### config.mk
export PLATFORM = sky130hd
export DESIGN_NAME = ddr3_req_arbiter
export DESIGN_NICKNAME = d
export VERILOG_FILES = /design/src/rtl/ddr3_req_arbiter.sv
export SDC_FILE = /design/constraint.sdc
export NUM_CORES = 1
export LEC_CHECK = 0
export CAP_MARGIN = 25
export CORE_MARGIN = 2
export CORE_UTILIZATION = 41
export DETAILED_ROUTE_END_ITERATION = 10
export PLACE_DENSITY = 0.79
export SLEW_MARGIN = 25
export SYNTH_ARGS = -nofsm -noshare
export SYNTH_HDL_FRONTEND = slang
export SYNTH_SLANG_ARGS = --single-unit
### constraint.sdc
create_clock -name clk -period 2.8 [get_ports clk]
set_input_delay 0.56 -clock clk [delete_from_list [all_inputs] [get_ports clk]]
set_output_delay 0.56 -clock clk [all_outputs]
set_load 0.02 [all_outputs]
### src/rtl/ddr3_req_arbiter.sv
// ddr3_req_arbiter
//   Shares the single DDR3 app-interface engine between four DMA requesters.
//   Each requester posts a read or write job (dword address, dword length). One job is
//   granted at a time; the arbiter drives the engine enable and address, counts the
//   engine strobes, waits for the engine to go idle and pulses o_done to the owner.
//
// Build option:
//   DDR3_ARB_WR_PRIORITY_EN  when defined, any pending write wins over all reads
//                            (round-robin within each class); otherwise pure round-robin.
//
// Ports:
//   clk, rst                 clock, synchronous active-high reset
//   i_init_calib_complete    no grant is issued while low
//   i_req/i_req_wr           per-requester job request (level) and direction (1 = write)
//   i_req_addr/i_req_len     per-requester start dword address / length in dwords
//   o_gnt/o_done             one-hot grant and one-cycle completion pulse
//   o_busy                   arbiter not idle
//   o_ingress_en/o_egress_en engine write / read enable
//   o_dword_addr             latched start address for the engine
//   i_ingress_stb/i_egress_stb  engine consumed / returned one dword
//   i_idle                   engine idle
module ddr3_req_arbiter #(
  parameter int MEM_ADDR_DEPTH = 28,
  parameter int NUM_REQ        = 4
) (
  input  logic                                   clk,
  input  logic                                   rst,
  input  logic                                   i_init_calib_complete,
  input  logic [NUM_REQ-1:0]                     i_req,
  input  logic [NUM_REQ-1:0]                     i_req_wr,
  input  logic [NUM_REQ*(MEM_ADDR_DEPTH-2)-1:0]  i_req_addr,
  input  logic [NUM_REQ*24-1:0]                  i_req_len,
  output logic [NUM_REQ-1:0]                     o_gnt,
  output logic [NUM_REQ-1:0]                     o_done,
  output logic                                   o_busy,
  output logic                                   o_ingress_en,
  output logic                                   o_egress_en,
  output logic [MEM_ADDR_DEPTH-3:0]              o_dword_addr,
  input  logic                                   i_ingress_stb,
  input  logic                                   i_egress_stb,
  input  logic                                   i_idle
);

  localparam int AW = MEM_ADDR_DEPTH - 2;

  typedef enum logic [2:0] {IDLE, ARB, XFER, DRAIN, DONE} state_t;

  state_t       r_state;
  state_t       w_state_nxt;
  logic [1:0]   r_ptr;
  logic [1:0]   r_idx;
  logic         r_wr;
  logic [23:0]  r_len;
  logic [23:0]  r_cnt;
  logic         r_drain_first;

  logic [NUM_REQ-1:0] w_cand;
  logic [1:0]         w_idx;
  logic [1:0]         w_win;
  logic               w_win_vld;
  int unsigned        w_sel;
  logic [AW-1:0]      w_addr_sel;
  logic [23:0]        w_len_sel;
  logic               w_wr_sel;
  logic               w_stb;
  logic [23:0]        w_cnt_inc;

  // Winner selection: first candidate at or after the pointer, scanning upward with wrap.
  always_comb begin
`ifdef DDR3_ARB_WR_PRIORITY_EN
    w_cand = ((i_req & i_req_wr) != '0) ? (i_req & i_req_wr) : i_req;
`else
    w_cand = i_req;
`endif
    w_win     = r_ptr;
    w_win_vld = 1'b0;
    w_idx     = r_ptr;
    // Scan from the far end down so the nearest candidate is the last one written.
    for (int k = 3; k >= 0; k--) begin
      w_idx = r_ptr + 2'(k);
      if (w_cand[w_idx]) begin
        w_win     = w_idx;
        w_win_vld = 1'b1;
      end
    end
    w_sel      = 32'(w_win);
    w_addr_sel = i_req_addr[w_sel*AW +: AW];
    w_len_sel  = i_req_len[w_sel*24 +: 24];
    w_wr_sel   = i_req_wr[w_win];
  end

  // Only strobes of the granted direction advance the count.
  assign w_stb     = r_wr ? i_ingress_stb : i_egress_stb;
  assign w_cnt_inc = r_cnt + 24'd1;

  always_comb begin
    w_state_nxt = r_state;
    unique case (r_state)
      IDLE: begin
        if (i_init_calib_complete && (i_req != '0)) w_state_nxt = ARB;
      end
      ARB: begin
        if (!w_win_vld) begin
          w_state_nxt = IDLE;
        end else if (w_len_sel == 24'd0) begin
          // Zero-length job: no enable, but still confirm the engine is idle before DONE.
          w_state_nxt = DRAIN;
        end else begin
          w_state_nxt = XFER;
        end
      end
      XFER: begin
        if (w_stb && (w_cnt_inc == r_len)) w_state_nxt = DRAIN;
      end
      DRAIN: begin
        if (!r_drain_first && i_idle) w_state_nxt = DONE;
      end
      DONE: begin
        w_state_nxt = IDLE;
      end
      default: begin
        w_state_nxt = IDLE;
      end
    endcase
  end

  always_ff @(posedge clk) begin
    if (rst) begin
      r_state       <= IDLE;
      r_ptr         <= 2'd0;
      r_idx         <= 2'd0;
      r_wr          <= 1'b0;
      r_len         <= 24'd0;
      r_cnt         <= 24'd0;
      r_drain_first <= 1'b0;
      o_gnt         <= '0;
      o_done        <= '0;
      o_busy        <= 1'b0;
      o_ingress_en  <= 1'b0;
      o_egress_en   <= 1'b0;
      o_dword_addr  <= '0;
    end else begin
      r_state       <= w_state_nxt;
      o_busy        <= (w_state_nxt != IDLE);
      o_done        <= '0;
      r_drain_first <= 1'b0;
      unique case (r_state)
        ARB: begin
          if (w_win_vld) begin
            r_idx         <= w_win;
            r_wr          <= w_wr_sel;
            r_len         <= w_len_sel;
            r_cnt         <= 24'd0;
            o_dword_addr  <= w_addr_sel;
            o_gnt         <= NUM_REQ'(1) << w_win;
            o_ingress_en  <= (w_len_sel != 24'd0) && w_wr_sel;
            o_egress_en   <= (w_len_sel != 24'd0) && !w_wr_sel;
            r_drain_first <= (w_len_sel == 24'd0);
          end
        end
        XFER: begin
          if (w_stb) begin
            r_cnt <= w_cnt_inc;
            if (w_cnt_inc == r_len) begin
              o_ingress_en  <= 1'b0;
              o_egress_en   <= 1'b0;
              r_drain_first <= 1'b1;
            end
          end
        end
        DRAIN: begin
          if (w_state_nxt == DONE) o_done <= o_gnt;
        end
        DONE: begin
          o_gnt <= '0;
          r_ptr <= r_idx + 2'd1;
        end
        default: begin
        end
      endcase
    end
  end

endmodule
==> impl.org <==
** Clock tree
- In this run, post-CTS hold repair placed 0 buffers.
- CTS built an H-tree with a depth of 3.
- Clock tree root driver cell :: clkbuf_16
- Buffers from clock root to sink, at most :: 2
- The clock drives between 90 and 100 sinks.
- The number of clock buffers added by TritonCTS is 9.
- Clock-pin slew was measured on the worst setup and hold paths at ~70 ps.
- Clock insertion delay at the later pin of the skew report :: 350 ps
- TritonCTS built the clock tree.

** Run
- Number of violations of the max-capacitance limit :: 0

** Route
- The first routing iteration left between 700 and 800 violations.
- After detailed routing, the average wire length per cell comes to ~18 um.
- Remaining DRCs :: 0
- Final wirelength :: around 26000 um
- The count of nets left with antenna violations once routing finished came out at 0.
- The final route contains approximately 8400 vias.
- After detailed routing, the number of vias per cell comes to 5.77.
- The pre-antenna-repair detailed-routing pass consisted of 5 iterations.

** Logic synthesis
- Synthesis handed over a netlist of slightly below 1000 instances.
- After Yosys synthesis, and, or, nand and nor cells account for between 30% and 40% of the synthesized area.
- Among all flip-flop cells after synthesis, the most frequent one is dfxtp_1.
- Share of synthesized area occupied by flip-flops and latches :: ~29%
- Cell type with the largest total area after synthesis :: dfxtp_1
- Top cell type's share of synthesized area :: ~29%
- Nets in the synthesized netlist :: ~1200
- Summing the areas of all compound-gate instances in the mapped netlist gives 22.2% of the synthesized area.
- In this run the mean area of a mapped cell was approximately 7 um2.
- In the synthesized netlist, mux cells make up under 10% of the area.
- Of the total synthesized cell area, the portion taken by XOR and XNOR cells is under 10%.
- The synthesized netlist contains 65 unique library cells.
- Top cells by area, synth :: dfxtp_1 (29%), nand2_1 (11%), nand3_1 (7.9%)
- Count of synthesis-stage warnings from yosys :: 0
- In this run, synthesis inferred 0 flip-flops with an integrated enable.
- After synthesis the cells add up to roughly 0.0066 mm2.
- Adder and majority cell fraction of the synthesized area :: less than 1%
- In this run, synthesis produced a sequential element count of 94.
- After synthesis, the share of flip-flops with an asynchronous set or reset is 0%.
- By area, the combinational part of the netlist is dominated by simple AND/OR/NAND/NOR gates.

** STA
- Worst hold margin :: 453 ps
- Achievable clock frequency :: about 350 MHz
- Counting I/O delays and the setup requirement, the final critical path takes 2850 ps.
- Largest clock skew in the final design :: approximately 8.5 ps
- Of the available clock period, the critical path in the final layout requires 102%.
- Endpoints failing setup :: 2
- Slack of the critical path :: -52.8 ps
- Max-slew violation count :: 0
- The worst pin sits at a relative slew slack of between 60 and 70%.
- The number of hold-slack violations in the final timing report is 0.
- Setup repair after global routing could not meet its margin everywhere.
- At the pin with the least slew margin, the transition time is ~570 ps.

** Final layout
- At the end of the flow, the number of nets in the layout was approximately 1500.
- In the final layout, the multi-input gates occupy ~0.0045 mm2.
- Counting the fill cells in the layout gives approximately 1400.
- The repair_antennas step left the layout with diodes totalling 0.
- Layout cell share with drive strength beyond 1 :: between 10% and 20%
- The library cells used most frequently in the layout, excluding fill and tap cells, are clkdlybuf4s50_1 (245), nand2_1 (187), nand3_1 (103).
- Commonest non-fill, non-tap cell in the layout :: clkdlybuf4s50_1
- The sequential cells in the finished layout cover a total of roughly 0.0019 mm2.
- Area growth from synthesis to layout :: 57.9%
- The finished cells cover 0.0104 mm2.

** GRT
- Global-route wire length before repair :: between 30000 and 40000 um
- Antenna violations before repair :: 0
- Largest net degree at the start of global routing :: 55
- Gr usage total :: between 20% and 30%
- Via count of the first global-routing pass :: approximately 7600
- Summed over all layers, the global routing overflow is 0.

** Floorplan
- Starting density of the core :: between 40% and 50%
- The total area inside the core boundary comes to 0.0158 mm2.
- Number of placement rows :: 46
- The die is around 130 um tall.
- around 250 I/O pins were placed.
- Chip Width :: about 130 um
- The die covers between 0.015 and 0.02 mm2.

** Setup path
- WS Path Type :: reg2reg
- Highest fanout seen on the critical path :: 36
- The worst setup path is launched from a flop.
- For the worst setup path, the data required time is 3060 ps.
- Data on the critical path arrives at its endpoint at 3120 ps.
- STA classifies the critical path endpoint as a flop.

** Placed design
- Setup slack at placement :: -723 ps
- At the end of routability-driven placement, the weighted congestion stood at 0.955.
- In this run the cell area measured after placement is a little under 0.01 mm2.
- Port buffering added 250 buffers.
- HPWL after DPL :: 18900 um

** Min path
- The worst hold path belongs to the class reg2reg.

** Outcome
- Failing checks :: setup timing
- The run finished, with violations left.

** Power and ir drop
- Maximum VDD drop :: 0.355 mV
- In this run the power density over the cells is between 300 and 400 mW/mm2.
- Leak Pwr :: roughly 4.0 nW
## metal layers
layer	up-vias	share of wire [%]	wire [um]	GRT usage (%)
li1	4009	-	-	-
met1	3910	40	10500	38.2
met2	404	48	12500	48.7
met3	84	7.6	2000	5.82
met4	0	4.1	1070	12.8
met5	-	0	0	0
## per-stage QoR
step	cells	util (%)	power, mW	setup TNS [ps]
after floorplan	961	-	1.98	0
after global placement	1422	61.1	2.54	-7720
after detailed placement	1422	61.1	2.55	-9500
after CTS	1455	65.1	3.79	-43.0
after global routing	1458	65.7	3.99	-229
final	1458	65.7	3.83	-83.6
## cell type report
cell class,instances,share of cell area (%)
multi-input combinational,772,43.9
inverter,13,0.471
timing repair buffer,347,32.1
sequential,94,18.2
tap,216,2.61
clock inverter,5,0.399
clock buffer,11,2.34
## cells by family after synthesis
family          after synthesis
xor+xnor                     26
fa+ha+maj                     1
flops                        94
simple gates                509
compound gates              227
mux                           7
buf+inv                      97
## flip-flops by register name, indices dropped and copies added (netlist names)
signal / count
r_idx: 2
o_egress_en: 1
o_ingress_en: 1
r_cnt: 24
o_gnt: 4
r_wr: 1
r_drain_first: 1
r_state: 3
o_done: 4
r_ptr: 2
o_dword_addr: 26
r_len: 24
o_busy: 1
## timing repair
item / 4_1_cts / 5_1_grt
gates cloned: 4 / 0
pin swaps: 20 / 12
buffers inserted: 13 / 4
gates resized for setup: 51 / 19
setup endpoints to repair: 5 / 4
## critical path, cell delays in order (launching register included)
cell and delay (ps):
dfxtp_4 350, buf_6 120, nor3_4 280, or4_4 260
nand2_4 70, buf_12 180, buf_4 190, a221oi_1 360
o22ai_1 150, nor4_2 310, nand4_1 210, a31oi_1 250
## final timing paths
| kind | startpoint | endpoint | slack (ps) | depth (start not counted) |
|---|---|---|---|---|
| setup / recovery | r_ptr[1] | r_state[0] | -50 | 11 |
| setup reg to reg | r_ptr[1] | r_state[0] | -50 | 11 |
| hold reg to reg | o_dword_addr[18] | o_dword_addr[18] | 450 | 2 |
| hold / removal | o_dword_addr[18] | o_dword_addr[18] | 450 | 2 |
## Yosys cell counts (3+ instances only)
cell type	number
inv_1	13
and2_1	21
a221oi_1	9
nand2_1	188
xnor2_1	13
and3_1	42
a22o_1	3
or3_1	10
or4_1	7
a21oi_1	101
a211o_1	18
xor2_1	12
o2bb2ai_1	4
a31oi_1	11
nand3_1	103
buf_6	3
o221a_2	4
nor3b_1	5
o21ai_0	23
clkbuf_1	57
nor4_1	8
buf_2	16
dfxtp_1	94
nor2b_1	5
a211oi_1	23
nor4_2	3
nor2_1	60
nand4_1	12
a21o_1	3
nor3_1	22
nand2b_1	6
nand4b_1	6
o22ai_1	8
buf_1	6
mux2i_1	5
## power by group
group / switching (mW) / leakage, nW / internal (mW)
combinational: 0.574 / 3.12 / 0.619
sequential: 0.0466 / 0.763 / 1.39
clock: 0.557 / 0.138 / 0.639
Power figures use the tool's default switching activity.
